**src/rtl/scratchpad_port_scheduler.sv**
```systemverilog
// Serialises the kernel's two scratchpad ports (A then B) onto a single request/response
// memory channel, advancing the kernel through a registered clock enable.
module scratchpad_port_scheduler #(
    parameter int ADDR_WID = 12,
    parameter int DATA_WID = 32
) (
    input  logic                mod_clk,
    input  logic                reset,
    input  logic                run,
    input  logic [63:0]         base_addr,
    input  logic [ADDR_WID-1:0] a_addr,
    input  logic [ADDR_WID-1:0] b_addr,
    input  logic                a_ce,
    input  logic                b_ce,
    input  logic                a_we,
    input  logic                b_we,
    input  logic [DATA_WID-1:0] a_d,
    input  logic [DATA_WID-1:0] b_d,
    output logic [DATA_WID-1:0] a_q,
    output logic [DATA_WID-1:0] b_q,
    input  logic                kernel_done,
    output logic                kernel_ce,
    output logic                mem_req_valid,
    input  logic                mem_req_ready,
    output logic                mem_req_we,
    output logic [63:0]         mem_req_addr,
    output logic [DATA_WID-1:0] mem_req_wdata,
    input  logic                mem_rsp_valid,
    input  logic [DATA_WID-1:0] mem_rsp_data,
    output logic                done,
    output logic [31:0]         access_count,
    output logic [31:0]         stall_count
);

    typedef enum logic [2:0] {
        S_IDLE, S_RUN, S_ISSUE_A, S_WAIT_A, S_ISSUE_B, S_WAIT_B, S_DONE
    } state_t;

    state_t              r_state;
    logic                r_kernel_ce;
    logic                r_req_valid;
    logic                r_req_we;
    logic [63:0]         r_req_addr;
    logic [DATA_WID-1:0] r_req_wdata;
    logic [DATA_WID-1:0] r_a_q;
    logic [DATA_WID-1:0] r_b_q;
    logic                r_done;
    logic [31:0]         r_access_count;
    logic [31:0]         r_stall_count;
    logic                r_a_we;
    logic                r_b_ce;
    logic                r_b_we;
    logic [ADDR_WID-1:0] r_b_addr;
    logic [DATA_WID-1:0] r_b_d;
    logic                r_kdone;

    // Word address to byte address, wrapping modulo 2^64.
    function automatic logic [63:0] byte_addr(input logic [63:0] base,
                                              input logic [ADDR_WID-1:0] word);
        byte_addr = base + {{(62-ADDR_WID){1'b0}}, word, 2'b00};
    endfunction

    function automatic logic [31:0] sat_inc(input logic [31:0] v);
        sat_inc = (v == 32'hFFFF_FFFF) ? v : v + 32'd1;
    endfunction

    always_ff @(posedge mod_clk or posedge reset) begin
        if (reset) begin
            r_state        <= S_IDLE;
            r_kernel_ce    <= 1'b0;
            r_req_valid    <= 1'b0;
            r_req_we       <= 1'b0;
            r_req_addr     <= '0;
            r_req_wdata    <= '0;
            r_a_q          <= '0;
            r_b_q          <= '0;
            r_done         <= 1'b0;
            r_access_count <= '0;
            r_stall_count  <= '0;
            r_a_we         <= 1'b0;
            r_b_ce         <= 1'b0;
            r_b_we         <= 1'b0;
            r_b_addr       <= '0;
            r_b_d          <= '0;
            r_kdone        <= 1'b0;
        end else begin
            case (r_state)
                S_IDLE: begin
                    if (run) begin
                        r_state        <= S_RUN;
                        r_kernel_ce    <= 1'b1;
                        r_access_count <= '0;
                        r_stall_count  <= '0;
                    end
                end
                S_RUN: begin
                    r_a_we   <= a_we;
                    r_b_ce   <= b_ce;
                    r_b_we   <= b_we;
                    r_b_addr <= b_addr;
                    r_b_d    <= b_d;
                    r_kdone  <= kernel_done;
                    if (a_ce) begin
                        r_state     <= S_ISSUE_A;
                        r_kernel_ce <= 1'b0;
                        r_req_valid <= 1'b1;
                        r_req_we    <= a_we;
                        r_req_addr  <= byte_addr(base_addr, a_addr);
                        r_req_wdata <= a_d;
                    end else if (b_ce) begin
                        r_state     <= S_ISSUE_B;
                        r_kernel_ce <= 1'b0;
                        r_req_valid <= 1'b1;
                        r_req_we    <= b_we;
                        r_req_addr  <= byte_addr(base_addr, b_addr);
                        r_req_wdata <= b_d;
                    end else if (kernel_done) begin
                        r_state     <= S_DONE;
                        r_kernel_ce <= 1'b0;
                        r_done      <= 1'b1;
                    end else if (!run) begin
                        r_state     <= S_IDLE;
                        r_kernel_ce <= 1'b0;
                    end
                end
                // Request fields stay in their registers until the handshake completes.
                S_ISSUE_A, S_ISSUE_B: begin
                    r_stall_count <= sat_inc(r_stall_count);
                    if (mem_req_ready) begin
                        r_state     <= (r_state == S_ISSUE_A) ? S_WAIT_A : S_WAIT_B;
                        r_req_valid <= 1'b0;
                    end
                end
                S_WAIT_A, S_WAIT_B: begin
                    r_stall_count <= sat_inc(r_stall_count);
                    if (mem_rsp_valid) begin
                        r_access_count <= sat_inc(r_access_count);
                        if (r_state == S_WAIT_A) begin
                            if (!r_a_we) r_a_q <= mem_rsp_data;
                        end else if (!r_b_we) begin
                            r_b_q <= mem_rsp_data;
                        end
                        if (r_state == S_WAIT_A && r_b_ce) begin
                            r_state     <= S_ISSUE_B;
                            r_req_valid <= 1'b1;
                            r_req_we    <= r_b_we;
                            r_req_addr  <= byte_addr(base_addr, r_b_addr);
                            r_req_wdata <= r_b_d;
                        end else if (r_kdone) begin
                            r_state <= S_DONE;
                            r_done  <= 1'b1;
                        end else if (!run) begin
                            r_state <= S_IDLE;
                        end else begin
                            r_state     <= S_RUN;
                            r_kernel_ce <= 1'b1;
                        end
                    end
                end
                S_DONE: begin
                    if (!run) begin
                        r_state <= S_IDLE;
                        r_done  <= 1'b0;
                    end
                end
                default: r_state <= S_IDLE;
            endcase
        end
    end

    assign kernel_ce     = r_kernel_ce;
    assign mem_req_valid = r_req_valid;
    assign mem_req_we    = r_req_we;
    assign mem_req_addr  = r_req_addr;
    assign mem_req_wdata = r_req_wdata;
    assign a_q           = r_a_q;
    assign b_q           = r_b_q;
    assign done          = r_done;
    assign access_count  = r_access_count;
    assign stall_count   = r_stall_count;

endmodule

```
**config.mk**
```make
export PLATFORM = sky130hd
export DESIGN_NAME = scratchpad_port_scheduler
export DESIGN_NICKNAME = d
export VERILOG_FILES = /design/src/rtl/scratchpad_port_scheduler.sv
export SDC_FILE = /design/constraint.sdc
export NUM_CORES = 1
export LEC_CHECK = 0
export ABC_AREA = 0
export BUFFER_PORTS_ARGS = -buffer_cell sky130_fd_sc_hd__buf_2
export CORE_UTILIZATION = 36
export DETAILED_ROUTE_END_ITERATION = 10
export GPL_ROUTABILITY_DRIVEN = 0
export GPL_TIMING_DRIVEN = 0
export PLACE_DENSITY = 0.61
export SLEW_MARGIN = 20
export SYNTH_ARGS = -nofsm -noshare
export SYNTH_HDL_FRONTEND = slang
export SYNTH_SLANG_ARGS = --single-unit
```
**constraint.sdc**
```tcl
create_clock -name mod_clk -period 14.2 [get_ports mod_clk]
set_input_delay 3.55 -clock mod_clk [delete_from_list [all_inputs] [get_ports mod_clk]]
set_output_delay 3.55 -clock mod_clk [all_outputs]
set_load 0.03 [all_outputs]
```
==> metrics.cfg <==
[clocking]
cts_made_buffers = 35
cts_root_buf = clkbuf_16
clk_path_buf_depth = 3
cts_resized = 0
cts_hold_buf = 0
cts_setup_buffers = 0
cts_tree = yes
cts.sinks = 279
clk_pin_slew_ns = 0.05
clk_latency_ns = 0.53
htreeDepth = 2

[worst_hold_path]
hold_depth = 2
min_path_type = reg2reg

[pwr]
leakagePower_uw = 0.00845
power_frac_comb = 0.472
ir_drop_uv = 127
p_sw_uw = 1880
powerDensity_mw_per_mm2 = 230
p_int_uw = 2330
p_seq_frac = 0.308
swShare = 0.446
p_clk_frac = 0.220

[drt]
ant_nets = 0
vias = 12900
drt-total-wl_um = 45500
drt_first_pass_iters = 6
vias_per_cell = 5.25
wire_per_inst_um = 18.5
drc = 0
drt_iter0_drc = 637

[yosys]
yosysSeqAreaShare = 0.491
synthesis.nets = 1649
synth_top_area_cell = dfrtp_1
syn_area_mm2 = 0.0142
synth_area_per_cell_um2 = 9.88
synthesis.instances = 1440
synth-xor-area-share = 0.0566
synth_simple_gate_area_frac = 0.180
synthAdderAreaFrac = 0.0144
synth_compound_area_frac = 0.110
synth_top_family_by_area = simple AND/OR/NAND/NOR gates
synth_area_leaders = dfrtp_1 49%, mux2_2 8.8%, nand2_1 4.6%
ys_seq_elements = 279
ys.flop_type = dfrtp_1
synthArstFlopShare = 1.00
synth_edf_count = 0
synthMuxAreaShare = 0.121
yosysWarnings = 0
synth_top_area_frac = 0.491
synth.distinct_cells = 68

[critical_path]
start_kind = input port
required_ns = 14.58
ff2ff_path_depth = 16
arrival_ns = 8.49
critical_path_class = in2reg
path_max_fanout = 10
cp-end-kind = flip-flop

[die]
die_area_mm2 = 0.0403
die_y_um = 201
rows = 72
die_w_um = 201
start_util = 0.366
ios = 422
coreArea_mm2 = 0.0388

[final_layout]
drive_gt1_frac = 0.321
fillers = 3711
final_cell_mix = 433 x buf_2, 279 x dfrtp_1, 173 x nand2_1
final_common_cell = buf_2
nets = 2110
layout-area-overhead-vs-synth_pct = 28.4
layoutNonFillerInstCount = 2454

[global_routing]
grt_pass1_wl_um = 71400
grt-ovfl-total = 0
grt_max_degree = 105
grt_pass1_vias = 12600
groute.usage.overall = 0.223
antenna_found_initial = 11

[timing]
fin_worst_skew_ns = 0.0232
drv_slew = 0
relSlewSlack = 0.310
rsz0062_at_grt = no
fmax_ghz = 0.123
hold_violations = 0
finalWorstSetupSlack_ns = 6.09
worstMarginPinSlew_ns = 1.04
fin_crit_sh = 0.571
finalCriticalPeriod_ns = 8.11
setup_viol = 0

[placement]
port_buffers = 420
dpl.hpwl_um = 34100
dp_slack_ns = 5.57
dp.cells = 2382

[job]
maxCapViolCount = 0

[run_status]
status = finished clean

## through the flow
step	instance area, µm²	util	TNS, ns	hold slack [ns]	total power, µW
finish	18300	0.471	0	0.475	4210
global route	18300	0.470	0	0.492	4470
CTS	18200	0.470	0	0.478	4240
detailed placement	17100	0.439	0	0.462	3300
global placement	17000	0.437	-110.00	0.453	3260
floorplan	14200	-	0	0.481	2630
## cells by family after synthesis
group / count (synthesis)
and+or+nand+nor: 533
muxes: 158
AOI/OAI and AO/OA: 260
buffers and inverters: 102
DFF: 279
xor gates and xnor gates: 92
adders and majority gates: 16
## critical path, stage by stage
cell and delay (ns):
clkbuf_1 0.26, clkbuf_1 0.72, clkbuf_1 0.78, mux2i_1 0.27, o21ai_0 0.14, ha_1 0.24
fa_1 0.43, a211oi_1 0.35, o21ai_0 0.23, a221oi_1 0.30, buf_2 0.23, clkbuf_1 0.53
nor2_1 0.17, xnor2_1 0.19, o21ai_0 0.09
## sequential cells by signal (all words and copies together), names as in the netlist, 3 cells and up
signal,flops
mem_req_addr,64
a_q,32
access_count,32
b_q,32
mem_req_wdata,32
r_b_d,32
stall_count,32
r_b_addr,12
r_state,3
## power groups by stage
stage	Sequential (µW)	Combinational (µW)	Clock, µW
6_report	1300	1990	926
3_3_place_gp	1300	1960	0
3_5_place_dp	1310	2000	0
5_1_grt	1340	2150	984
2_1_floorplan	1770	866	0
4_1_cts	1300	2000	947
## layer usage
metal,GRT usage,part of all wire,up-vias
li1,-,-,6053
met1,0.295,0.43,6274
met2,0.356,0.47,450
met3,0.0474,0.063,95
met4,0.0919,0.035,4
met5,0,0.00048,-
## Yosys cell counts, drive strengths merged, types with 10 or more instances
library cell  instances
inv                  21
and2                 10
mux2i                47
nand2               173
a31oi                17
dfrtp               279
clkbuf               66
nand4                24
and3                 14
o21ai               126
nor3                 40
nor4                 19
a211oi               10
ha                   14
or4                  10
mux2                111
a21oi                57
nor2                135
xor2                 23
nand3                59
or3                  16
xnor2                69
buf                  15
## final timing paths
check	slack, ns	to	from
hold / removal	0.48	mem_req_wdata[27]$_DFFE_PP0P_	mem_req_wdata[27]$_DFFE_PP0P_
hold reg to reg	0.48	mem_req_wdata[27]$_DFFE_PP0P_	mem_req_wdata[27]$_DFFE_PP0P_
setup reg to reg	8.42	mem_req_addr[47]$_DFFE_PP0P_	r_state[2]$_DFFE_PP0P_
setup / recovery	6.09	mem_req_addr[52]$_DFFE_PP0P_	a_ce
min in group asynchronous	3.10	mem_req_addr[18]$_DFFE_PP0P_	reset
max in group asynchronous	10.13	r_b_d[25]$_DFFE_PP0P_	reset
## area by class of cell
| cell class | instances | area (µm²) | area share |
|---|---|---|---|
| flip-flops and latches | 279 | 6980 | 0.382 |
| multi-input cells | 1059 | 6850 | 0.375 |
| repair buffers | 424 | 2170 | 0.119 |
| clock buffers | 53 | 1050 | 0.0576 |
| well taps | 518 | 648 | 0.0355 |
| plain buffers | 81 | 318 | 0.0174 |
| clock inverters | 6 | 138 | 0.00753 |
| inverters | 21 | 86.3 | 0.00472 |
| diodes | 13 | 32.5 | 0.00178 |
No activity file was read; power rests on OpenSTA's default activity.
